[config.mk]
export PLATFORM = sky130hd
export DESIGN_NAME = am2910
export DESIGN_NICKNAME = d
export VERILOG_FILES = /design/src/rtl/am2910_pkg.sv /design/src/rtl/am2910_stack.sv /design/src/rtl/am2910.sv
export SDC_FILE = /design/constraint.sdc
export NUM_CORES = 1
export LEC_CHECK = 0
export CORE_AREA = 5 5 128 130
export DETAILED_ROUTE_END_ITERATION = 8
export DIE_AREA = 0 0 133 135
export PLACE_DENSITY_LB_ADDON = 0.12
export RECOVER_POWER = 100
export SETUP_SLACK_MARGIN = 0.5
export SKIP_LAST_GASP = 1
export SLEW_MARGIN = 20
export SYNTH_ARGS = -nofsm -noshare
export SYNTH_HDL_FRONTEND = slang
export SYNTH_SLANG_ARGS = --single-unit
[constraint.sdc]
create_clock -name clock -period 6.05 [get_ports clock]
set_input_delay 1.21 -clock clock [delete_from_list [all_inputs] [get_ports clock]]
set_output_delay 1.21 -clock clock [all_outputs]
set_load 0.01 [all_outputs]
[src/rtl/am2910_pkg.sv]
// Shared definitions for the am2910 microprogram sequencer: instruction codes
// and default geometry.
package am2910_pkg;

    localparam int WIDTH_DEF = 12;
    localparam int DEPTH_DEF = 5;

    typedef enum logic [3:0] {
        JZ   = 4'd0,
        CJS  = 4'd1,
        JMAP = 4'd2,
        CJP  = 4'd3,
        PUSH = 4'd4,
        JSRP = 4'd5,
        CJV  = 4'd6,
        JRP  = 4'd7,
        RFCT = 4'd8,
        RPCT = 4'd9,
        CRTN = 4'd10,
        CJPP = 4'd11,
        LDCT = 4'd12,
        LOOP = 4'd13,
        CONT = 4'd14,
        TWB  = 4'd15
    } instr_e;

endpackage

[src/rtl/am2910_stack.sv]
// Subroutine/loop LIFO. A push while full overwrites TOS and a pop while
// empty is ignored, so callers never have to guard either case.
module am2910_stack #(
    parameter int WIDTH = 12,
    parameter int DEPTH = 5
) (
    input  logic             clock,
    input  logic             reset,
    input  logic             push,
    input  logic             pop,
    input  logic             clr,
    input  logic [WIDTH-1:0] din,
    output logic [WIDTH-1:0] tos,
    output logic             full,
    output logic             empty
);
    localparam int SPW = $clog2(DEPTH + 1);

    logic [WIDTH-1:0] mem [DEPTH];
    logic [SPW-1:0]   sp;
    logic [SPW-1:0]   top;

    // With sp=0 the top index folds onto entry 0, whatever it last held.
    assign top   = (sp == '0) ? '0 : sp - SPW'(1);
    assign tos   = mem[top];
    assign full  = (sp == SPW'(DEPTH));
    assign empty = (sp == '0);

    always_ff @(posedge clock or posedge reset) begin
        if (reset) begin
            sp <= '0;
            for (int i = 0; i < DEPTH; i++) mem[i] <= '0;
        end else if (clr) begin
            sp <= '0;
        end else if (push) begin
            if (full) begin
                mem[top] <= din;
            end else begin
                mem[sp] <= din;
                sp      <= sp + SPW'(1);
            end
        end else if (pop && !empty) begin
            sp <= sp - SPW'(1);
        end
    end

endmodule

[src/rtl/am2910.sv]
// Am2910-style microprogram sequencer: next-address mux, instruction decode,
// microprogram counter and loop register around a small return stack.
module am2910
    import am2910_pkg::*;
#(
    parameter int WIDTH = WIDTH_DEF,
    parameter int DEPTH = DEPTH_DEF
) (
    input  logic             clock,
    input  logic             reset,
    input  logic [WIDTH-1:0] d,
    input  logic [3:0]       instr,
    input  logic             ccen,
    input  logic             cc,
    input  logic             rld,
    input  logic             ci,
    output logic [WIDTH-1:0] y,
    output logic             full,
    output logic             pl_en,
    output logic             map_en,
    output logic             vect_en
);
    logic [WIDTH-1:0] upc, r, tos, y_nxt;
    logic             pass, r0;
    logic             push, pop, clr, r_ld, r_dec, map_sel, vect_sel;
    logic             stk_full, stk_empty;
    instr_e           op;

    assign op   = instr_e'(instr);
    assign pass = !ccen || cc;
    assign r0   = (r == '0);

    always_comb begin
        y_nxt    = upc;
        push     = 1'b0;
        pop      = 1'b0;
        clr      = 1'b0;
        r_ld     = 1'b0;
        r_dec    = 1'b0;
        map_sel  = 1'b0;
        vect_sel = 1'b0;
        case (op)
            JZ:   begin y_nxt = '0; clr = 1'b1; end
            CJS:  if (pass) begin y_nxt = d; push = 1'b1; end
            JMAP: begin y_nxt = d; map_sel = 1'b1; end
            CJP:  if (pass) y_nxt = d;
            PUSH: begin push = 1'b1; r_ld = pass; end
            JSRP: begin push = 1'b1; y_nxt = pass ? d : r; end
            CJV:  begin vect_sel = 1'b1; if (pass) y_nxt = d; end
            JRP:  y_nxt = pass ? d : r;
            RFCT: if (!r0) begin y_nxt = tos; r_dec = 1'b1; end else pop = 1'b1;
            RPCT: if (!r0) begin y_nxt = d; r_dec = 1'b1; end
            CRTN: if (pass) begin y_nxt = tos; pop = 1'b1; end
            CJPP: if (pass) begin y_nxt = d; pop = 1'b1; end
            LDCT: r_ld = 1'b1;
            LOOP: if (pass) pop = 1'b1; else y_nxt = tos;
            CONT: ;
            TWB: begin
                if (pass) begin
                    pop   = 1'b1;
                    r_dec = !r0;
                end else if (!r0) begin
                    y_nxt = tos;
                    r_dec = 1'b1;
                end else begin
                    y_nxt = d;
                    pop   = 1'b1;
                end
            end
            default: ;
        endcase
    end

    // Reset overrides the decode so the microcode store sees address 0.
    assign y       = reset ? '0 : y_nxt;
    assign map_en  = !reset && map_sel;
    assign vect_en = !reset && vect_sel;
    assign pl_en   = !(map_en || vect_en);
    assign full    = !reset && stk_full;

    always_ff @(posedge clock or posedge reset) begin
        if (reset) begin
            upc <= '0;
            r   <= '0;
        end else begin
            upc <= y + WIDTH'(ci);
            if (rld || r_ld) r <= d;
            else if (r_dec)  r <= r - WIDTH'(1);
        end
    end

    am2910_stack #(.WIDTH(WIDTH), .DEPTH(DEPTH)) u_stack (
        .clock (clock),
        .reset (reset),
        .push  (push),
        .pop   (pop),
        .clr   (clr),
        .din   (upc),
        .tos   (tos),
        .full  (stk_full),
        .empty (stk_empty)
    );

endmodule
==> results.tsv, run 1 <==
stage	metric	value	unit
run_status	failing checks	max-capacitance violations, max-slew violations	
die	Die Wd	133	um
synth	Mapped Cells	699	
synth	warnings from Yosys	0	
drt	vias	5594	
synth	Mapped Nets	728	
synth	synthesized area	5860	sq um
cts	cts hold-fix bufs	0	
die	# rows	45	
sta	setup TNS	0	ns
setup_path	critical path capture point type	primary output	
cts	post-CTS setup buffers	0	
global_route	total congestion overflow	0	
drt	Post-Route WL	19700	um
synth	Post-synth EDFFs	0	
cts	clock buffer depth	2	
sta	unrepaired setup endpoints after global routing	true	
synth	ys async rst share	1.00	
setup_path	FF-to-FF path depth	18	
sta	final setup fails	0	
sta	count of final hold-check violations	0	
final_layout	Layout area overhead	14.4	%
synth	Netlist cell types	74	
run_status	status	finished, violations left	
die	initial core utilization	0.390	
setup_path	Arrival @ worst endpoint	4.43	ns
die	Vert. Die Dim	135	um
final_layout	post-layout util	0.446	
sta	Worst-Margin Slew	2.83	ns
final_layout	FILL cells	1475	
cts	Resized Gates After CTS	1	
drt	DRC Markers	0	
sta	relative max-transition margin	-0.886	
min_path	worst min path class	register to register	
global_route	first-pass GRT wire length	31600	um
power_and_ir_drop	maximum VDD drop	0.208	mV
final_layout	Nets	749	
drt	vias per cell	6.13	
die	number of I/O pins	38	
power_and_ir_drop	leakage	2.81	nW
drt	antenna violation net count after detailed routing	0	
die	core area	15000	sq um
drt	drt initial violations	499	
drt	routed length per instance	21.6	um
sta	final slew viol count	67	
setup_path	startpoint types	primary input	
setup_path	WP data required	4.84	ns
final_layout	n_diodes	0	
drt	first-pass iteration count of the detailed router	6	
synth	top_reg_cell synth	dfrtp_1	
final_layout	layout cells sized above 1	0.124	
cts	# H-tree levels	3	
sta	Final min period	5.64	ns
sta	Tcrit/Tclk final	0.932	
global_route	antenna violations before repair	0	
cts	worst skew pair latency	0.35	ns
cts	CTS buffer count	9	
placement	Detailed Place HPWL	14100	um
sta	Clock Skew	0.00675	ns
die	Die ar.	18000	sq um
cts	Sink Count	87	
synth	Mean Syn Cell Area	8.39	sq um
global_route	Total GRT Usage	0.224	
placement	gpl congestion	0.904	
global_route	pin count of the biggest net entering global routing	54	
min_path	hold depth	2	
cts	root buffer cell	clkbuf_16	
global_route	number of global-route vias before repair	5496	
synth	Seq cells post-synth	87	
cts	TritonCTS clock tree	built	
synth	Seq/Total Area, Yosys	0.371	
run	max_cap viols	2	
placement	port bufs	37	
sta	Max Freq	177	MHz
setup_path	CP max FO	13	
cts	Worst-path clk slew	0.07	ns
power_and_ir_drop	PD cells	418	nW/um^2
setup_path	kind of critical path	primary input to primary output	
## metrics by stage
stage / total power [W] / instances / hold slack [ns] / instance area, sq um / worst slack (ns)
floorplan: 0.00175 / 699 / 0.432 / 5870 / 1.54
finish: 0.00281 / 912 / 0.465 / 6710 / 0.410
global route: 0.00299 / 912 / 0.492 / 6710 / 0.205
global placement: 0.00218 / 897 / 0.445 / 6440 / 0.553
detailed placement: 0.00220 / 897 / 0.450 / 6440 / 0.494
CTS: 0.00282 / 912 / 0.465 / 6760 / 0.591
## area by class of cell
cell class                      count  area, sq um  share of cell area
Clock buffer                        9          225              0.0336
Clock inverter                      6         93.8              0.0140
Inverter                           36          138              0.0205
Multi-Input combinational cell    526         3320               0.495
Sequential cell                    87         2180               0.324
Tap cell                          188          235              0.0350
Timing Repair Buffer               60          523              0.0779
## cells in the mapped netlist (all sizes together), types with 7 or more instances
cell	instances	area [sq um]
a21oi	48	244
xnor2	17	149
inv	33	124
nand2b	7	43.8
a31oi	22	138
nand3	76	380
buf	17	97.6
nand2	66	250
nand4	10	62.6
nor4	8	86.3
dfrtp	87	2180
mux2	35	394
mux2i	11	110
ha	7	87.6
nor3	13	76.3
o21ai	64	320
a22oi	9	67.6
clkbuf	33	125
nor2	50	190
## per-layer routing
layer	global-route usage	up-vias	share of wire
met3	0.0350	39	0.069
li1	-	2576	-
met4	0.0866	0	0.027
met5	0	-	0
met2	0.350	259	0.45
met1	0.313	2720	0.45
## registers in the layout, summed over array words and instances, names as in the netlist
name / flops
u_stack.sp: 3
u_stack.mem: 60
r: 12
upc: 12
## report_power, final
group,internal [W],switching (W)
clock network,0.000364,0.000247
logic,0.000472,0.000798
registers,0.000767,0.000158
## placed cells by master, fill, tap and decap left out, drive strengths merged, types with 4 or more instances in the layout
cell type	instances
a211oi	5
a21oi	48
a221oi	6
a22oi	9
a311oi	6
a31oi	22
buf	18
clkbuf	14
clkdlybuf4s50	29
clkinv	4
dfrtp	87
dlygate4sd3	7
ha	7
inv	36
mux2	35
mux2i	11
nand2	66
nand2b	7
nand3	76
nand4	10
nor2	50
nor2b	6
nor3	13
nor3b	4
nor4	8
o21ai	64
o221ai	4
or3	5
xnor2	17
xor2	4
## cell families after synthesis
family	after synthesis	share of synthesized area
fa+ha+maj	7	0.0149
flops	87	0.371
buf+inv	86	0.0610
xor+xnor	21	0.0314
simple gates	260	0.227
compound gates	192	0.208
mux	46	0.0860
## critical path, stage by stage
cell and delay, ns:
dlygate4sd3_1 0.71, clkbuf_1 0.46, nand3_1 0.47, o32ai_1 0.40
nor3_1 0.10, a211oi_1 0.25, clkbuf_1 0.23, clkdlybuf4s50_1 0.59
## final timing paths
| check | start | endpoint | slack (ns) |
|---|---|---|---|
| setup / recovery | instr[2] | y[0] | 0.41 |
| hold / removal | u_stack.mem[57] | u_stack.mem[57] | 0.47 |
| setup reg to reg | u_stack.sp[1] | upc[10] | 1.41 |
| hold reg to reg | u_stack.mem[57] | u_stack.mem[57] | 0.47 |
| max in group asynchronous | reset | u_stack.mem[24] | 1.48 |
| min in group asynchronous | reset | upc[2] | 1.58 |
Power figures use the tool's default switching activity.
==> run 2, diff against run 1 <==
--- a/config.mk
+++ b/config.mk
@@ -5,12 +5,14 @@
 export SDC_FILE = /design/constraint.sdc
 export NUM_CORES = 1
 export LEC_CHECK = 0
-export CORE_AREA = 5 5 128 130
+export CORE_AREA = 10 10 133 135
+export CTS_CLUSTER_DIAMETER = 200
 export DETAILED_ROUTE_END_ITERATION = 8
-export DIE_AREA = 0 0 133 135
+export DIE_AREA = 0 0 143 145
 export PLACE_DENSITY_LB_ADDON = 0.12
 export RECOVER_POWER = 100
 export SETUP_SLACK_MARGIN = 0.5
+export SKIP_CTS_REPAIR_TIMING = 1
 export SKIP_LAST_GASP = 1
 export SLEW_MARGIN = 20
 export SYNTH_ARGS = -nofsm -noshare
==> run 2 against run 1 <==
Net effect: the run still ends with max-capacitance violations, max-slew violations left; first-iteration DRC count increased by 10%; combinational power about the same; utilization decreased by 0.35 points; setup slack got worse by 0.053 ns; register-to-register slack got worse by 0.18 ns; final cell count decreased by 0.11%; design area decreased by 0.78%; fmax decreased by 0.93%; die area increased by 15%; largest cell class unchanged.
==> results.tsv, run 2 (same netlist as run 1, synthesis figures left out) <==
stage	metric	value	unit
run_status	status	finished, violations left	
run_status	failing checks	max-capacitance violations, max-slew violations	
cts	worst skew pair latency	0.35	ns
global_route	total congestion overflow	0	
placement	gpl congestion	0.894	
run	max_cap viols	3	
power_and_ir_drop	Cell Int Power	0.00152	W
drt	Post-Route WL	20300	um
die	# rows	45	
power_and_ir_drop	Net Sw Frac	0.442	
drt	vias per cell	6.05	
sta	unrepaired setup endpoints after global routing	false	
cts	TritonCTS clock tree	built	
die	number of I/O pins	38	
die	Die ar.	20700	sq um
cts	root buffer cell	clkbuf_16	
cts	Worst-path clk slew	0.06	ns
placement	port bufs	37	
global_route	number of global-route vias before repair	5306	
final_layout	Sequential cell area	2180	sq um
setup_path	critical path capture point type	primary output	
sta	Final min period	5.69	ns
final_layout	most common cell after layout, fill and taps aside	dfrtp_1	
drt	antenna violation net count after detailed routing	0	
power_and_ir_drop	Combinational Power Share	0.465	
drt	drt initial violations	549	
sta	Worst-Margin Slew	2.80	ns
die	Die Wd	143	um
power_and_ir_drop	Net Sw Power	0.00120	W
sta	WHS	0.465	ns
sta	Tcrit/Tclk final	0.941	
final_layout	layout cells sized above 1	0.123	
setup_path	kind of critical path	primary input to primary output	
final_layout	most frequent cells in the layout	dfrtp_1 (87), nand3_1 (76), nand2_1 (65)	
sta	setup slack after layout	0.357	ns
power_and_ir_drop	PnR Total Power	0.00272	W
sta	relative max-transition margin	-0.863	
min_path	worst min path class	register to register	
final_layout	max reg flops	60	
final_layout	Nets	748	
global_route	Total GRT Usage	0.194	
die	core area	15000	sq um
cts	# H-tree levels	3	
power_and_ir_drop	PD cells	409	nW/um^2
final_layout	n_diodes	0	
drt	DRC Markers	0	
global_route	antenna violations before repair	0	
global_route	first-pass GRT wire length	31500	um
die	Vert. Die Dim	145	um
sta	final setup fails	0	
final_layout	FILL cells	1494	
setup_path	CP max FO	14	
sta	count of final hold-check violations	0	
setup_path	Arrival @ worst endpoint	4.48	ns
cts	CTS buffer count	9	
sta	final slew viol count	87	
placement	DP Worst Slack	0.437	ns
die	initial core utilization	0.390	
global_route	pin count of the biggest net entering global routing	50	
setup_path	WP data required	4.84	ns
final_layout	multi-input logic area	3310	sq um
power_and_ir_drop	maximum VDD drop	0.174	mV
final_layout	Top reg by flops	u_stack.mem	
final_layout	Top Registers	u_stack.mem (60), r (12), upc (12)	
cts	Sink Count	87	
cts	clock buffer depth	2	
drt	first-pass iteration count of the detailed router	5	
setup_path	startpoint types	primary input	
placement	Detailed Place HPWL	14500	um
power_and_ir_drop	Clock Power Share	0.196	
drt	vias	5513	
final_layout	Layout area overhead	13.5	%
power_and_ir_drop	leakage	2.81	nW
sta	Clock Skew	0.00951	ns
drt	routed length per instance	22.3	um
sta	setup TNS	0	ns
sta	Max Freq	176	MHz
power_and_ir_drop	Seq pwr share	0.339	
## run 2: cell count changes in the layout (fill, tap and decap cells not counted), sizes merged
cell / before / now
clkdlybuf4s50: 29 / 21
dlygate4sd3: 7 / 12
clkbuf: 14 / 17
dlymetal6s2s: 0 / 3
bufinv: 2 / 0
clkinv: 4 / 2
clkinvlp: 0 / 2
buf: 18 / 17
dlygate4sd2: 1 / 0
## run 2: cell type report
type                       instances  share of cell area
tap                              188              0.0353
clock buffer                      11              0.0365
multi-input combinational        526               0.498
inverter                          36              0.0212
timing repair buffer              59              0.0778
clock inverter                     4             0.00451
sequential                        87               0.327
## run 2: per-stage QoR
| stage | utilization | std cells | instance area [sq um] |
|---|---|---|---|
| 2_1_floorplan | - | 699 | 5870 |
| 5_1_grt | 0.443 | 911 | 6660 |
| 6_report | 0.443 | 911 | 6660 |
| 4_1_cts | 0.446 | 911 | 6710 |
| 3_3_place_gp | 0.428 | 896 | 6430 |
| 3_5_place_dp | 0.428 | 896 | 6430 |
## run 2: final timing paths
| check | endpoint | cells past startpoint | slack, ns | from |
|---|---|---|---|---|
| max reg2reg | upc[10] | 17 | 1.23 | u_stack.sp[1] |
| max | y[10] | 7 | 0.36 | ccen |
| max in group asynchronous | u_stack.mem[19] | 4 | 1.17 | reset |
| min reg2reg | u_stack.mem[51] | 2 | 0.46 | u_stack.mem[51] |
| min in group asynchronous | upc[9] | 2 | 1.56 | reset |
| min | u_stack.mem[51] | 2 | 0.46 | u_stack.mem[51] |
## run 2: power groups by stage
stage | Sequential, W | Clock (W) | Combinational [W]
after global placement | 0.000923 | 0 | 0.00125
after detailed placement | 0.000929 | 0 | 0.00126
final | 0.000922 | 0.000535 | 0.00126
after global routing | 0.000946 | 0.000561 | 0.00138
after CTS | 0.000920 | 0.000540 | 0.00127
after floorplan | 0.000865 | 0 | 0.000890
## run 2: layer usage
layer  wire length (um)  vias up  GRT usage
li1                   -     2573          -
met5                  0        -          0
met4                402        0     0.0686
met2               9010      191      0.283
met1               9700     2724      0.280
met3               1230       25     0.0349
## run 2: critical path: stages
cell	delay [ns]
dlygate4sd3_1	0.54
nor2b_2	0.63
clkbuf_1	0.60
a31oi_1	0.19
o31ai_1	0.51
inv_1	0.14
dlygate4sd3_1	0.64
